[config.mk]
export PLATFORM = sky130hd
export DESIGN_NAME = decode_stage
export DESIGN_NICKNAME = d
export VERILOG_FILES = /design/src/rtl/decode_stage.sv
export SDC_FILE = /design/constraint.sdc
export NUM_CORES = 1
export LEC_CHECK = 0
export BUFFER_PORTS_ARGS = -buffer_cell sky130_fd_sc_hd__buf_4
export CELL_PAD_IN_SITES_DETAIL_PLACEMENT = 1
export CELL_PAD_IN_SITES_GLOBAL_PLACEMENT = 1
export CORE_MARGIN = 3
export CORE_UTILIZATION = 31
export CTS_CLUSTER_SIZE = 28
export DETAILED_ROUTE_END_ITERATION = 6
export PLACE_DENSITY = 0.8
export SKIP_LAST_GASP = 1
export SYNTH_ARGS = -nofsm -noshare
export SYNTH_HDL_FRONTEND = slang
export SYNTH_SLANG_ARGS = --single-unit
[constraint.sdc]
create_clock -name clk -period 1.7 [get_ports clk]
set_clock_uncertainty 0.05 [all_clocks]
set_input_delay 0.085 -clock clk [delete_from_list [all_inputs] [get_ports clk]]
set_output_delay 0.085 -clock clk [all_outputs]
set_load 0.02 [all_outputs]
[src/rtl/decode_stage.sv]
// rtl/decode_stage.sv - registered RV32I decode stage with format/immediate decode, flush and stall counter
// Optional skid entry: define DECODE_SKID_EN to register in_ready through a one-entry skid buffer.
module decode_stage #(
  parameter int CNT_WIDTH = 16
) (
  input  logic                 clk,
  input  logic                 rst,
  input  logic                 flush,
  input  logic                 in_valid,
  output logic                 in_ready,
  input  logic [31:0]          in_inst,
  input  logic [31:0]          in_pc,
  output logic                 out_valid,
  input  logic                 out_ready,
  output logic [31:0]          out_inst,
  output logic [31:0]          out_pc,
  output logic [2:0]           out_format,
  output logic [31:0]          out_imm,
  output logic                 out_illegal,
  output logic [CNT_WIDTH-1:0] stall_cnt
);

  localparam logic [2:0] R_TYPE = 3'd0;
  localparam logic [2:0] I_TYPE = 3'd1;
  localparam logic [2:0] S_TYPE = 3'd2;
  localparam logic [2:0] B_TYPE = 3'd3;
  localparam logic [2:0] U_TYPE = 3'd4;
  localparam logic [2:0] J_TYPE = 3'd5;

  logic [2:0]  dec_format;
  logic [31:0] dec_imm;
  logic        dec_illegal;
  logic        in_fire;
  logic        out_free;

  // Classify the opcode of the offered instruction into a format
  always_comb begin
    dec_format  = R_TYPE;
    dec_illegal = 1'b0;
    case (in_inst[6:0])
      7'b0110111, 7'b0010111:                         dec_format = U_TYPE;
      7'b1101111:                                     dec_format = J_TYPE;
      7'b1100011:                                     dec_format = B_TYPE;
      7'b0100011:                                     dec_format = S_TYPE;
      7'b1100111, 7'b0000011, 7'b0010011,
      7'b0001111, 7'b1110011:                         dec_format = I_TYPE;
      7'b0110011:                                     dec_format = R_TYPE;
      default: begin
        dec_format  = R_TYPE;
        dec_illegal = 1'b1;
      end
    endcase
  end

  // Form the sign-extended immediate for the decoded format
  always_comb begin
    dec_imm = 32'd0;
    case (dec_format)
      I_TYPE: dec_imm = {{20{in_inst[31]}}, in_inst[31:20]};
      S_TYPE: dec_imm = {{20{in_inst[31]}}, in_inst[31:25], in_inst[11:7]};
      B_TYPE: dec_imm = {{19{in_inst[31]}}, in_inst[31], in_inst[7], in_inst[30:25], in_inst[11:8], 1'b0};
      U_TYPE: dec_imm = {in_inst[31:12], 12'd0};
      J_TYPE: dec_imm = {{11{in_inst[31]}}, in_inst[31], in_inst[19:12], in_inst[20], in_inst[30:21], 1'b0};
      default: dec_imm = 32'd0;
    endcase
  end

  // The output register may take a new entry when empty or being drained this cycle
  assign out_free = !out_valid || out_ready;
  assign in_fire  = in_valid && in_ready;

`ifdef DECODE_SKID_EN
  logic        skid_valid;
  logic [31:0] skid_inst;
  logic [31:0] skid_pc;
  logic [2:0]  skid_format;
  logic [31:0] skid_imm;
  logic        skid_illegal;

  // in_ready is the registered skid-empty bit, so out_ready never reaches it combinationally
  assign in_ready = !rst && !flush && !skid_valid;

  // Park an accepted instruction while the output stalls; release it on the next drain
  always_ff @(posedge clk) begin
    if (rst) begin
      skid_valid   <= 1'b0;
      skid_inst    <= 32'd0;
      skid_pc      <= 32'd0;
      skid_format  <= R_TYPE;
      skid_imm     <= 32'd0;
      skid_illegal <= 1'b0;
    end else if (flush) begin
      skid_valid <= 1'b0;
    end else if (in_fire && !out_free) begin
      skid_valid   <= 1'b1;
      skid_inst    <= in_inst;
      skid_pc      <= in_pc;
      skid_format  <= dec_format;
      skid_imm     <= dec_imm;
      skid_illegal <= dec_illegal;
    end else if (out_free && skid_valid) begin
      skid_valid <= 1'b0;
    end
  end

  // Output register: skid entry first to keep order, else the new input, else go empty
  always_ff @(posedge clk) begin
    if (rst) begin
      out_valid   <= 1'b0;
      out_inst    <= 32'd0;
      out_pc      <= 32'd0;
      out_format  <= R_TYPE;
      out_imm     <= 32'd0;
      out_illegal <= 1'b0;
    end else if (flush) begin
      out_valid <= 1'b0;
    end else if (out_free) begin
      if (skid_valid) begin
        out_valid   <= 1'b1;
        out_inst    <= skid_inst;
        out_pc      <= skid_pc;
        out_format  <= skid_format;
        out_imm     <= skid_imm;
        out_illegal <= skid_illegal;
      end else if (in_fire) begin
        out_valid   <= 1'b1;
        out_inst    <= in_inst;
        out_pc      <= in_pc;
        out_format  <= dec_format;
        out_imm     <= dec_imm;
        out_illegal <= dec_illegal;
      end else begin
        out_valid <= 1'b0;
      end
    end
  end
`else
  // Accept only when the output register is free this cycle
  assign in_ready = !rst && !flush && out_free;

  // Output register: reload on acceptance, go empty when drained with nothing new
  always_ff @(posedge clk) begin
    if (rst) begin
      out_valid   <= 1'b0;
      out_inst    <= 32'd0;
      out_pc      <= 32'd0;
      out_format  <= R_TYPE;
      out_imm     <= 32'd0;
      out_illegal <= 1'b0;
    end else if (flush) begin
      out_valid <= 1'b0;
    end else if (in_fire) begin
      out_valid   <= 1'b1;
      out_inst    <= in_inst;
      out_pc      <= in_pc;
      out_format  <= dec_format;
      out_imm     <= dec_imm;
      out_illegal <= dec_illegal;
    end else if (out_free) begin
      out_valid <= 1'b0;
    end
  end
`endif

  // Count backpressure cycles, saturating; only reset clears it
  always_ff @(posedge clk) begin
    if (rst) begin
      stall_cnt <= '0;
    end else if (out_valid && !out_ready && (stall_cnt != {CNT_WIDTH{1'b1}})) begin
      stall_cnt <= stall_cnt + CNT_WIDTH'(1);
    end
  end

endmodule

==> impl_metrics.yaml, run 1 <==
timing:
  finalCritPeriodShare: 1.04
  setup-violations-final: 3
  hold_violations: 0
  setup_ws_ns: -0.0687
  worst_pin_slew_ns: 0.567
  final.setup.tns_ns: -0.128
  rsz0062_at_grt: "yes"
  fmax_ghz: 0.565
  fin_crit_ns: 1.77
  slew-limit-headroom: 0.622
  report.final.slew_viol_count: 0
placed_design:
  place_hpwl_microns: 12500
  pre_cts_ws_ns: -0.100
  portBuffers: 186
  place.gp.congestion: 0.829
power_and_ir_drop:
  power.density_mw_per_mm2: 944
  p_total_mw: 7.40
  peakVddDrop_mv: 0.685
  p_leak_nw: 3.27
finish:
  nFillCells: 1714
  regArea_sq_mm: 0.00235
  syn_to_final_growth_pct: 64.8
  drive_gt1_frac: 0.343
  fin_nets: 917
  finish.utilization: 0.531
  multi_input_area_sq_mm: 0.00225
synthesis:
  avgSynthCellArea_sq_um: 8.20
  synth_area_leaders: "dfxtp_1 (49%), nand2_1 (13%), a21oi_1 (9.3%), o21ai_2 (3.7%), a22oi_1 (2.7%)"
  synth_fa_ha_area_frac: 0.00263
  synthArstFlopShare: 0
  seq_area_frac_synth: 0.492
  netlist.area_leader.share: 0.492
  synth_cells: 580
  syn_area_sq_mm: 0.00476
  synth_mux_area_frac: 0.00210
  ys.warnings.count: 0
  synth_top_family_by_area: "simple AND/OR/NAND/NOR gates"
  synth_edf_count: 0
  synth_simple_gate_area_share: 0.230
  synth-seq-cells: 117
  synth_compound_area_frac: 0.201
  synth_largest_area_cell: "dfxtp_1"
  ys.flop_type: "dfxtp_1"
  synth_cell_types: 54
  synth_nets: 650
  synth-xor-area-share: 0.0258
die:
  core_area_sq_mm: 0.0148
  row_count: 44
  die_w_microns: 130
  ioPinCount: 187
  die_h_microns: 130
  dieArea_sq_mm: 0.0169
  start_util: 0.323
critical_path:
  rrSetupSlack_ns: -0.07
  r2r-end: "stall_cnt[3]$_SDFFE_PP0P_"
  critPathMaxStageDelay_ns: 0.43
  critical-path-top-delay-family: "simple AND/OR/NAND/NOR gates"
  required_ns: 1.92
  end_kind: "flop"
  crit_arrival_ns: 1.99
  reg2reg_depth: 6
  crit_fanout: 5
  path_buf_inv: 0
  rr_startpoint: "stall_cnt[0]$_SDFFE_PP0P_"
  critPathLaunchType: "flop"
  crit_chain: "ha_4, nand4_1, or3_4, o211ai_1, xor2_1, nor2_1"
  slowest_stage: "or3_4"
  path_class: "flop to flop"
  cp-startpoint: "stall_cnt[0]$_SDFFE_PP0P_"
hold_path:
  whs_path_depth: 3
  min_from: "in_inst[3]"
  min_to: "out_illegal$_SDFFE_PP0P_"
  min_path_type: "input port to flop"
grt:
  grt_pass1_wl_microns: 29100
  antenna_found_initial: 0
  grt_max_degree: 54
  grt.total_usage: 0.221
  grt_pass1_vias: 5623
  gr-total-overflow: 0
drt:
  totalWireLength_microns: 18600
  drtIter0Drc: 228
  post-route-drc-count: 0
  drtAntennaViolNets: 0
  vias: 5246
  drt_first_pass_iters: 4
  viasPerCell: 5.02
  wl_per_cell_microns: 17.8
clock_tree:
  clock_path_buffers: 2
  clk_pin_slew_ns: 0.06
  cts_tree: "built"
  htreeDepth: 4
  cts.sinks: 117
  numCtsBuffers: 17
  clock_latency_ns: 0.41
  root_buffer: "clkbuf_16"
outcome:
  status: "finished with violations"
  violations: "negative setup slack"
run:
  cap_viol_max_count: 0
-- placed cells by master (no fill, tap or decap), drive strengths merged, types with 7 or more instances in the layout --
cell type,count
buf,222
nand2,169
dfxtp,117
a21oi,89
dlygate4sd3,66
o21ai,30
nor2,29
clkbuf,18
a22oi,17
xor2,8
and3,7
inv,7
-- worst max path at each step --
stage	cells after the start	slack (ns)	end
after detailed placement	6	-0.10	stall_cnt[3]$_SDFFE_PP0P_
final	6	-0.07	stall_cnt[3]$_SDFFE_PP0P_
after CTS	6	-0.02	stall_cnt[3]$_SDFFE_PP0P_
after global routing	6	-0.18	stall_cnt[3]$_SDFFE_PP0P_
after floorplan	7	-0.05	out_format[0]$_SDFFE_PP0P_
after global placement	6	-0.05	stall_cnt[3]$_SDFFE_PP0P_
-- worst reg2reg max path, stage by stage (launching register included) --
cell and delay (ns):
dfxtp_4 0.35, ha_4 0.13, nand4_1 0.21, or3_4 0.43, o211ai_1 0.21, xor2_1 0.18, nor2_1 0.07
-- cells in the mapped netlist, drive strengths merged (2+ instances only) --
| master | n |
|---|---|
| a22o | 2 |
| dfxtp | 117 |
| inv | 3 |
| nand2 | 169 |
| a31oi | 3 |
| and4 | 3 |
| and2 | 3 |
| nand4 | 6 |
| nor2 | 29 |
| nand3 | 6 |
| xor2 | 8 |
| nand2b | 3 |
| buf | 11 |
| a22oi | 17 |
| nor3 | 2 |
| and2b | 3 |
| clkbuf | 31 |
| a21oi | 89 |
| or3b | 2 |
| nand4b | 3 |
| a211oi | 2 |
| o21a | 2 |
| and3 | 7 |
| or3 | 3 |
| o21ai | 30 |
| xnor2 | 6 |
-- through the flow --
stage | area (sq um) | hold WS (ns) | instances
floorplan | 4800 | 0.159 | 580
global placement | 6470 | 0.266 | 941
detailed placement | 6470 | 0.287 | 941
CTS | 7780 | 0.0760 | 1041
global route | 7840 | 0.0895 | 1044
finish | 7840 | 0.0927 | 1045
-- power breakdown --
part	internal (mW)	leakage, nW	switching, mW
combinational	0.365	2.02	0.393
sequential	2.80	0.950	0.0315
clock	2.46	0.301	1.35
-- cell families (layout without fill, tap and decap cells) --
group / after synthesis / count (layout)
flops: 117 / 117
xor+xnor: 14 / 14
other cells: 0 / 1
buf+inv: 45 / 324
mux: 1 / 1
compound gates: 154 / 154
simple gates: 248 / 249
fa+ha+maj: 1 / 1
-- final cells by class --
cell class | instances | share of cell area
Timing Repair Buffer | 289 | 0.302
Sequential cell | 117 | 0.300
Multi-Input combinational cell | 419 | 0.287
Clock buffer | 17 | 0.0543
Tap cell | 184 | 0.0294
Clock inverter | 15 | 0.0259
Inverter | 3 | 0.00144
Antenna cell | 1 | 0.000319
-- registers in the layout, indices dropped and copies added, names as in the netlist --
register,cells
out_imm,32
out_inst,32
stall_cnt,16
out_illegal,1
out_format,3
out_pc,32
out_valid,1
-- per-layer routing --
layer,up-vias,global-route usage,routed length (microns)
li1,2513,-,-
met1,2510,0.251,7500
met2,171,0.387,9420
met3,52,0.0557,993
met4,0,0.111,723
met5,-,0,0
-- repair_timing --
action,4_1_cts,5_1_grt
hold buffers,66,0
buffers inserted,1,2
hold endpoints to repair,95,0
endpoints found under the setup margin,7,45
gates cloned,1,1
pin swaps,1,2
resized for setup,1,6
No activity file was read; power rests on OpenSTA's default activity.
==> inputs of run 2 (changes only) <==
--- a/config.mk
+++ b/config.mk
@@ -15,2 +15,3 @@
 export PLACE_DENSITY = 0.8
+export REMOVE_ABC_BUFFERS = 1
 export SKIP_LAST_GASP = 1
@@ -19 +20,2 @@
 export SYNTH_SLANG_ARGS = --single-unit
+export TNS_END_PERCENT = 50
--- a/constraint.sdc
+++ b/constraint.sdc
@@ -4,2 +4,2 @@
 set_output_delay 0.085 -clock clk [all_outputs]
-set_load 0.02 [all_outputs]
+set_load 0.1 [all_outputs]
==> run 2 against run 1 <==
  * The flow still finishes with violations (negative setup slack)
  * Register-to-register slack better by 0.05 ns
  * Non-clock buffer count rose by 4
  * Final cell count rose by 0.29%
  * Power up 0.36%
  * Critical path type unchanged
  * Largest power group unchanged
  * Worst setup slack improved by 0.052 ns
  * First-iteration DRC count grew 26%
  * Die area did not move
  * Critical path depth did not move
  * Clock power fell by 8.1%
==> impl_metrics.yaml, run 2 (synthesis results as in run 1) <==
drt:
  drt_first_pass_iters: 4
  vias: 5279
  totalWireLength_microns: 18300
  drtAntennaViolNets: 0
  wl_per_cell_microns: 17.5
  viasPerCell: 5.04
  drtIter0Drc: 287
  post-route-drc-count: 0
finish:
  nFillCells: 1704
  syn_to_final_growth_pct: 63.9
  mostFrequentLayoutCell: "buf_4"
  most-common-layout-cells: "buf_4 (226), nand2_1 (168), dfxtp_1 (113)"
  largestRegisters: "out_imm x32, out_inst x32, out_pc x32"
  fin_nets: 921
  drive_gt1_frac: 0.347
  num_antenna_cells: 0
clock_tree:
  clk_pin_slew_ns: 0.06
  clock_latency_ns: 0.41
  clock_path_buffers: 2
  numCtsBuffers: 17
  root_buffer: "clkbuf_16"
  htreeDepth: 4
  cts.sinks: 117
  cts_tree: "built"
placed_design:
  place_hpwl_microns: 12200
  pre_cts_ws_ns: -0.167
  portBuffers: 186
  place.gp.congestion: 0.778
grt:
  grt.total_usage: 0.216
  grt_max_degree: 57
  gr-total-overflow: 0
  antenna_found_initial: 0
  grt_pass1_vias: 5581
  grt_pass1_wl_microns: 28700
timing:
  report.final.slew_viol_count: 0
  finalCritPeriodShare: 1.01
  hold_violations: 0
  setup_ws_ns: -0.0171
  fmax_ghz: 0.582
  slew-limit-headroom: 0.594
  fin_crit_ns: 1.72
  setup-violations-final: 3
  worst_pin_slew_ns: 0.610
  hold_slack_ns: 0.0718
  rsz0062_at_grt: "yes"
power_and_ir_drop:
  power.density_mw_per_mm2: 952
  peakVddDrop_mv: 0.602
  p_leak_nw: 3.24
die:
  start_util: 0.323
  ioPinCount: 187
  dieArea_sq_mm: 0.0169
  die_w_microns: 130
  die_h_microns: 130
  core_area_sq_mm: 0.0148
  row_count: 44
outcome:
  violations: "negative setup slack"
  status: "finished with violations"
hold_path:
  min_path_type: "input port to flop"
critical_path:
  end_kind: "flop"
  crit_arrival_ns: 1.94
  critPathLaunchType: "flop"
  required_ns: 1.92
  crit_fanout: 5
  path_class: "flop to flop"
run:
  cap_viol_max_count: 0
run 2: cell count changes in the layout (fill, tap and decap cells not counted), sizes merged:
cell and delta:
buf +7, diode -1, inv -4, bufinv -2
clkinv +3, clkbuf +3, dlygate4sd3 -2, clkinvlp -1
run 2: path summary, 6_finish.rpt:
path                                                  from                          to  slack [ns]  cells past startpoint
worst max register to register   stall_cnt[1]$_SDFFE_PP0P_   stall_cnt[3]$_SDFFE_PP0P_       -0.02                      6
worst max-delay path             stall_cnt[1]$_SDFFE_PP0P_   stall_cnt[3]$_SDFFE_PP0P_       -0.02                      6
worst min register to register  out_format[2]$_SDFFE_PP0P_  out_format[2]$_SDFFE_PP0P_        0.41                      2
worst min-delay path                            in_inst[3]    out_inst[3]$_SDFFE_PP0P_        0.07                      4
run 2: timing repair:
item / in CTS / in global routing
cloned: 1 / 0
gates resized for setup: 7 / 11
pin swaps: 6 / 8
buffers inserted: 1 / 3
endpoints found under the hold margin: 93 / 0
hold buffers: 64 / 0
endpoints found under the setup margin: 13 / 39
run 2: final cells by class:
class,instances,area (sq um),share of cell area
repair buffers,293,2370,0.304
flip-flops and latches,117,2350,0.301
multi-input cells,419,2260,0.290
clock buffers,21,450,0.0577
well taps,184,230,0.0295
clock inverters,11,129,0.0165
inverters,3,11.3,0.00144
run 2: worst max-delay path, stage by stage, from the launching register on:
cell	delay, ns
dfxtp_2	0.35
ha_4	0.14
nand4_1	0.15
or3_4	0.45
o211ai_1	0.21
xor2_1	0.18
nor2_1	0.06
run 2: stage by stage:
stage	TNS, ns	std cells	utilization	total power, mW	cell area, sq um
2_1_floorplan	-307.04	538	-	3.46	4550
3_3_place_gp	-0.117	947	0.439	3.82	6480
3_5_place_dp	-1.00	947	0.439	3.85	6480
4_1_cts	-0.00880	1045	0.525	7.49	7740
5_1_grt	-0.695	1048	0.529	7.70	7800
6_report	-0.0333	1048	0.529	7.43	7800
run 2: routing by layer:
| metal | GRT usage | routed length, microns | share of wire | vias up |
|---|---|---|---|---|
| met3 | 0.0565 | 1030 | 0.056 | 41 |
| met4 | 0.0935 | 554 | 0.030 | 0 |
| met5 | 0 | 0 | 0 | - |
| met2 | 0.389 | 9580 | 0.52 | 171 |
| met1 | 0.239 | 7180 | 0.39 | 2553 |
| li1 | - | - | - | 2514 |
run 2: where the power goes:
part / total, mW / switching (mW) / internal, mW / leakage [nW]
clock: 3.50 / 1.30 / 2.20 / 0.277
sequential: 2.83 / 0.0324 / 2.80 / 0.949
combinational: 1.10 / 0.728 / 0.368 / 2.02
